[src/rtl/evr_trigger_conditioner_if.sv]
//------------------------------------------------------------------------------
// Module : evr_trigger_conditioner_if
// Brief  : Trigger input/output and status bundle for evr_trigger_conditioner.
// Rev    : 1.0
//------------------------------------------------------------------------------
`default_nettype none

interface evr_trigger_conditioner_if #(
    parameter int CNT_W = 16
);
    logic             evr_trigger;
    logic             enable;
    logic             trig_n;
    logic             trig_pulse;
    logic             busy;
    logic [CNT_W-1:0] trig_count;
    logic [CNT_W-1:0] reject_count;

    modport master (
        output evr_trigger, enable,
        input  trig_n, trig_pulse, busy, trig_count, reject_count
    );

    modport slave (
        input  evr_trigger, enable,
        output trig_n, trig_pulse, busy, trig_count, reject_count
    );
endinterface

`default_nettype wire

[src/rtl/evr_trigger_conditioner.sv]
//------------------------------------------------------------------------------
// Module : evr_trigger_conditioner
// Brief  : Synchronises and deglitches the EVR trigger, emits a fixed-width
//          active-low pulse with holdoff, and counts accepted/rejected events.
// Rev    : 1.0
//------------------------------------------------------------------------------
`default_nettype none

module evr_trigger_conditioner #(
    parameter int SYNC_STAGES = 2,
    parameter int MIN_WIDTH   = 50,
    parameter int OUT_WIDTH   = 600,
    parameter int HOLDOFF     = 10000,
    parameter int CNT_W       = 16
) (
    input  logic                      clk,
    input  logic                      rst_n,
    evr_trigger_conditioner_if.slave  bus
);

    localparam int CMAX_A = (MIN_WIDTH > OUT_WIDTH) ? MIN_WIDTH : OUT_WIDTH;
    localparam int CMAX   = (CMAX_A > HOLDOFF) ? CMAX_A : HOLDOFF;
    localparam int CW     = $clog2(CMAX + 1);

    typedef enum logic [2:0] {
        S_IDLE      = 3'd0,
        S_QUALIFY   = 3'd1,
        S_FIRE      = 3'd2,
        S_WAIT_HIGH = 3'd3,
        S_HOLD      = 3'd4
    } state_t;

    state_t                 state_q, state_d;
    logic [SYNC_STAGES-1:0] sync_q;
    logic [SYNC_STAGES:0]   vld_q;
    logic                   prev_q;
    logic [CW-1:0]          cnt_q, cnt_d;
    logic [CNT_W-1:0]       trig_count_q, trig_count_d;
    logic [CNT_W-1:0]       reject_count_q, reject_count_d;
    logic                   trig_n_q;
    logic                   trig_pulse_q;
    logic                   s;
    logic                   fall_edge;

    assign s = sync_q[SYNC_STAGES-1];
    // vld_q masks the reset value of the sync chain so that a line already
    // low at reset release is not mistaken for a falling edge.
    assign fall_edge = vld_q[SYNC_STAGES] & prev_q & ~s;

    always_ff @(posedge clk or negedge rst_n) begin
        if (!rst_n) begin
            sync_q         <= '1;
            vld_q          <= '0;
            prev_q         <= 1'b1;
            state_q        <= S_IDLE;
            cnt_q          <= '0;
            trig_count_q   <= '0;
            reject_count_q <= '0;
            trig_n_q       <= 1'b1;
            trig_pulse_q   <= 1'b0;
        end else begin
            sync_q         <= {sync_q[SYNC_STAGES-2:0], bus.evr_trigger};
            vld_q          <= {vld_q[SYNC_STAGES-1:0], 1'b1};
            prev_q         <= s;
            state_q        <= state_d;
            cnt_q          <= cnt_d;
            trig_count_q   <= trig_count_d;
            reject_count_q <= reject_count_d;
            trig_n_q       <= (state_d != S_FIRE);
            trig_pulse_q   <= (state_d == S_FIRE) && (state_q != S_FIRE);
        end
    end

    always_comb begin
        state_d        = state_q;
        cnt_d          = cnt_q;
        trig_count_d   = trig_count_q;
        reject_count_d = reject_count_q;
        unique case (state_q)
            S_IDLE: begin
                if (fall_edge && bus.enable) begin
                    state_d = S_QUALIFY;
                    cnt_d   = CW'(1);
                end
            end
            S_QUALIFY: begin
                if (!bus.enable) begin
                    state_d = S_IDLE;
                end else if (cnt_q == CW'(MIN_WIDTH)) begin
                    state_d = S_FIRE;
                    cnt_d   = CW'(1);
                    if (trig_count_q != '1)
                        trig_count_d = trig_count_q + CNT_W'(1);
                end else if (s) begin
                    state_d = S_IDLE;
                    if (reject_count_q != '1)
                        reject_count_d = reject_count_q + CNT_W'(1);
                end else begin
                    cnt_d = cnt_q + CW'(1);
                end
            end
            S_FIRE: begin
                if (cnt_q == CW'(OUT_WIDTH)) begin
                    state_d = s ? S_HOLD : S_WAIT_HIGH;
                    cnt_d   = CW'(1);
                end else begin
                    cnt_d = cnt_q + CW'(1);
                end
            end
            S_WAIT_HIGH: begin
                if (s) begin
                    state_d = S_HOLD;
                    cnt_d   = CW'(1);
                end
            end
            S_HOLD: begin
                if (cnt_q == CW'(HOLDOFF))
                    state_d = S_IDLE;
                else
                    cnt_d = cnt_q + CW'(1);
            end
            default: state_d = S_IDLE;
        endcase
    end

    assign bus.trig_n       = trig_n_q;
    assign bus.trig_pulse   = trig_pulse_q;
    assign bus.busy         = (state_q != S_IDLE);
    assign bus.trig_count   = trig_count_q;
    assign bus.reject_count = reject_count_q;

endmodule

`default_nettype wire

[src/flat_wrapper.sv]
// flat-port wrapper written by rule: the top's interface ports become plain ports
module evr_trigger_conditioner_flat 
#(
    parameter int SYNC_STAGES = 2,
    parameter int MIN_WIDTH   = 50,
    parameter int OUT_WIDTH   = 600,
    parameter int HOLDOFF     = 10000,
    parameter int CNT_W       = 16
)
  (clk, rst_n, bus_evr_trigger, bus_enable, bus_trig_n, bus_trig_pulse, bus_busy, bus_trig_count, bus_reject_count);
  evr_trigger_conditioner_if #(.CNT_W(CNT_W)) bus_i ();
  input  logic clk;
  input  logic rst_n;
  input wire logic [$bits(bus_i.evr_trigger)-1:0] bus_evr_trigger;
  input wire logic [$bits(bus_i.enable)-1:0] bus_enable;
  output wire logic [$bits(bus_i.trig_n)-1:0] bus_trig_n;
  output wire logic [$bits(bus_i.trig_pulse)-1:0] bus_trig_pulse;
  output wire logic [$bits(bus_i.busy)-1:0] bus_busy;
  output wire logic [$bits(bus_i.trig_count)-1:0] bus_trig_count;
  output wire logic [$bits(bus_i.reject_count)-1:0] bus_reject_count;
  assign bus_i.evr_trigger = bus_evr_trigger;
  assign bus_i.enable = bus_enable;
  assign bus_trig_n = bus_i.trig_n;
  assign bus_trig_pulse = bus_i.trig_pulse;
  assign bus_busy = bus_i.busy;
  assign bus_trig_count = bus_i.trig_count;
  assign bus_reject_count = bus_i.reject_count;
  evr_trigger_conditioner #(.SYNC_STAGES(SYNC_STAGES), .MIN_WIDTH(MIN_WIDTH), .OUT_WIDTH(OUT_WIDTH), .HOLDOFF(HOLDOFF), .CNT_W(CNT_W)) u_core (.clk(clk), .rst_n(rst_n), .bus(bus_i));
endmodule
[config.mk]
export PLATFORM = sky130hd
export DESIGN_NAME = evr_trigger_conditioner_flat
export DESIGN_NICKNAME = d
export VERILOG_FILES = /design/src/rtl/evr_trigger_conditioner_if.sv /design/src/rtl/evr_trigger_conditioner.sv /design/src/flat_wrapper.sv
export SDC_FILE = /design/constraint.sdc
export NUM_CORES = 1
export LEC_CHECK = 0
export CELL_PAD_IN_SITES_DETAIL_PLACEMENT = 0
export CELL_PAD_IN_SITES_GLOBAL_PLACEMENT = 1
export CORE_ASPECT_RATIO = 0.75
export CORE_UTILIZATION = 38
export CTS_CLUSTER_DIAMETER = 150
export DETAILED_ROUTE_END_ITERATION = 7
export GPL_TIMING_DRIVEN = 0
export PLACE_DENSITY_LB_ADDON = 0.1
export SYNTH_ARGS = -nofsm -noshare
export SYNTH_HDL_FRONTEND = slang
export SYNTH_SLANG_ARGS = --single-unit
[constraint.sdc]
create_clock -name clk -period 7.5 [get_ports clk]
set_clock_uncertainty 0.1 [all_clocks]
set_input_delay 1.5 -clock clk [delete_from_list [all_inputs] [get_ports clk]]
set_output_delay 1.5 -clock clk [all_outputs]
set_load 0.05 [all_outputs]
==> results.toml <==
[place]
port_buffers = 38
gp_congestion = 0.765
dpl.hpwl_mm = 4.59
place_ws_ns = 3.56

[route]
wl_mm = 6.49
drc = 0
drt_iter0_markers = 122
final_antenna_net_count = 0
drtPass1Iterations = 5
vias = 2344
viasPerCell = 5.27
avgRoutedWirePerCell_um = 14.6

[pwr]
sw_frac_of_total_pct = 27.2
p_switching_w = 0.000206
ir_drop_mv = 0.147
p_per_area_nw_per_um2 = 207
power_frac_comb_pct = 13.4
power_frac_seq_pct = 44.4
power_frac_clock_pct = 42.2
intPower_w = 0.000550
p_leak_nw = 1.53

[sta]
rsz0062_at_grt = "false"
period_minus_slack_ns = 3.60
drv_slew = 0
tightest_slew_ns = 0.888
setup_ws_ns = 3.90
fin_setup_tns_ns = 0
fin_crit_sh_pct = 48.1
setup_viol = 0
finalHoldViolCount = 0
fmax_ghz = 0.277
slew_headroom_pct = 39.9

[synthesis]
yosys_register_bits = 57
ys_seq_area_share_pct = 49.2
synth_cell_types = 49
muxShareOfSynthArea_pct = 1.12
synthCells = 289
syn-num-nets = 298
yosys.area_share.simple_pct = 26.2
syn-cell-area_um2 = 2910
synth_top_family_by_area = "simple AND/OR/NAND/NOR gates"
synth_edf_count = 0
synth_compound_area_share_pct = 8.94
synth_fa_ha_area_share_pct = 2.15
synth_xor_area_share_pct = 9.02
async_flop_share_pct = 100
yosysWarningCount = 0
syn_area_per_cell_um2 = 10.1
ys.flop_type = "dfrtp_1"

[final_layout]
syn_to_final_growth_pct = 25.5
mostFrequentLayoutCells = "dfrtp_1, clkdlybuf4s50_1, xor2_1"
drive_gt1_share_pct = 10.5
layout_commonest_cell = "dfrtp_1"
num_antenna_cells = 0
nets = 348

[setup_path]
reg2regPathDepth = 5
r2r_slack_ns = 4.51
r2r-end = "u_core.bus.trig_count[14]"
worstSetupPathType = "reg -> out"
worstSetupStartpointType = "flop"
arrival_ns = 2.00
cp_max_fo = 9
end_kind = "output port"
worst-endpoint-required_ns = 5.90
cp_cell_sequence = "clkbuf_1 -> or3_1 -> clkdlybuf4s50_1"
regToRegStartpoint = "u_core.cnt_q[2]"
critPathMaxStageDelay_ns = 0.72
worstSetupStartpoint = "u_core.state_q[1]"
critPathSlowestCell = "clkdlybuf4s50_1"

[cts]
cts_resized = 0
root_buffer = "clkbuf_8"
h-tree-depth = 3
hold_buffers = 0
numCtsBuffers = 9
clkTransAtPathRegs_ns = 0.06
post_cts_buffers = 0
clock_latency_ns = 0.33
tritoncts_num_sinks = 57
cts_tree = "built"
cts_buffer_depth = 2

[die]
io_pins = 39
core_um2 = 7360
die_w_um = 103
rows = 27
die_area_um2 = 8020
start_util_pct = 39.5
die_y_um = 77.8

[grt]
grt_usage_pct = 18.3
antenna_found_initial = 0
grt-ovfl-total = 0
grt_pass1_wl_mm = 11.2
grt_pass1_vias = 2214
grt_max_degree = 38

[min_path]
hold_path_end = "u_core.vld_q[1]"
hold_depth = 0
hold_class = "reg -> reg"
hold_start = "u_core.vld_q[0]"

[job]
drv_cap = 0

[run_status]
status = "finished clean"
## worst max-delay path, delay by kind of cell, from the launching register on
family / cells / cell delay (ns)
buffers and inverters: 2 / 0.91
DFF: 1 / 0.35
and+or+nand+nor: 1 / 0.40
## synth_stat cells, drive strengths merged (2+ instances only)
cell type | instances | area, um^2
dfrtp | 53 | 1330
xor2 | 25 | 219
nand2 | 20 | 75.1
nand3 | 20 | 100
nor2 | 16 | 62.6
nor4 | 15 | 109
inv | 14 | 52.6
nor3 | 14 | 70.1
nand4 | 10 | 62.6
a21oi | 8 | 40.0
or4 | 8 | 63.8
o31ai | 7 | 52.6
and2 | 6 | 37.5
and3 | 6 | 37.5
clkbuf | 6 | 22.5
ha | 5 | 62.6
xnor2 | 5 | 43.8
a2111oi | 4 | 35.0
buf | 4 | 20.0
dfstp | 4 | 105
and4 | 3 | 26.3
nand3b | 3 | 22.5
o21ai | 3 | 15.0
or3 | 3 | 18.8
and4b | 2 | 20.0
mux2 | 2 | 22.5
nand2b | 2 | 12.5
nor3b | 2 | 15.0
o22ai | 2 | 12.5
o311ai | 2 | 25.0
or3b | 2 | 17.5
## stage by stage
stage / util [%] / std cells / hold slack [ns] / cell area (um^2) / power [W]
finish: 49.6 / 445 / 0.249 / 3650 / 0.000756
global route: 49.6 / 445 / 0.260 / 3650 / 0.000791
CTS: 49.6 / 445 / 0.252 / 3650 / 0.000769
detailed placement: 46.6 / 429 / 0.237 / 3430 / 0.000443
global placement: 46.4 / 428 / 0.234 / 3420 / 0.000441
floorplan: - / 289 / 0.231 / 2910 / 0.000403
## layout make-up
class / instances / area (um^2)
plain buffers: 10 / 42.5
multi-input cells: 208 / 1390
fillers: 737 / 3710
repair buffers: 39 / 395
well taps: 101 / 126
inverters: 14 / 52.6
clock buffers: 11 / 141
flip-flops and latches: 57 / 1430
clock inverters: 5 / 78.8
## flip-flops by register name (all words and copies together) (netlist names), 2 cells and up
name and count:
u_core.bus.reject_count 16, u_core.bus.trig_count 16, u_core.cnt_q 14, u_core.state_q 3, u_core.sync_q 2, u_core.vld_q 3
## power by group through the flow
stage | Combinational, W | Clock (W) | Sequential, W
6_report | 0.000101 | 0.000319 | 0.000336
5_1_grt | 0.000108 | 0.000345 | 0.000338
4_1_cts | 0.000103 | 0.000331 | 0.000335
3_5_place_dp | 0.000102 | 0 | 0.000341
3_3_place_gp | 0.000100 | 0 | 0.000341
2_1_floorplan | 0.0000300 | 0 | 0.000372
## cell families after synthesis
group / Yosys count
compound gates: 35
xor+xnor: 30
fa+ha+maj: 5
buf+inv: 24
flops: 57
mux: 3
other cells: 1
simple gates: 134
## metal layers
| layer | wire length (um) | GRT usage [%] |
|---|---|---|
| met3 | 285 | 5.59 |
| met5 | 0 | 0 |
| met2 | 2640 | 23.9 |
| met1 | 3550 | 28.3 |
| met4 | 24 | 5.92 |
## worst max path at each step
stage / endpoint / slack, ns / cells past startpoint
2_1_floorplan: u_core.cnt_q[3] / 4.51 / 7
3_3_place_gp: u_core.bus.trig_count[10] / 2.92 / 1
4_1_cts: bus_busy / 3.88 / 3
6_report: bus_busy / 3.90 / 3
3_5_place_dp: u_core.cnt_q[4] / 3.56 / 8
5_1_grt: u_core.cnt_q[4] / 3.68 / 8
Power figures use the tool's default switching activity.
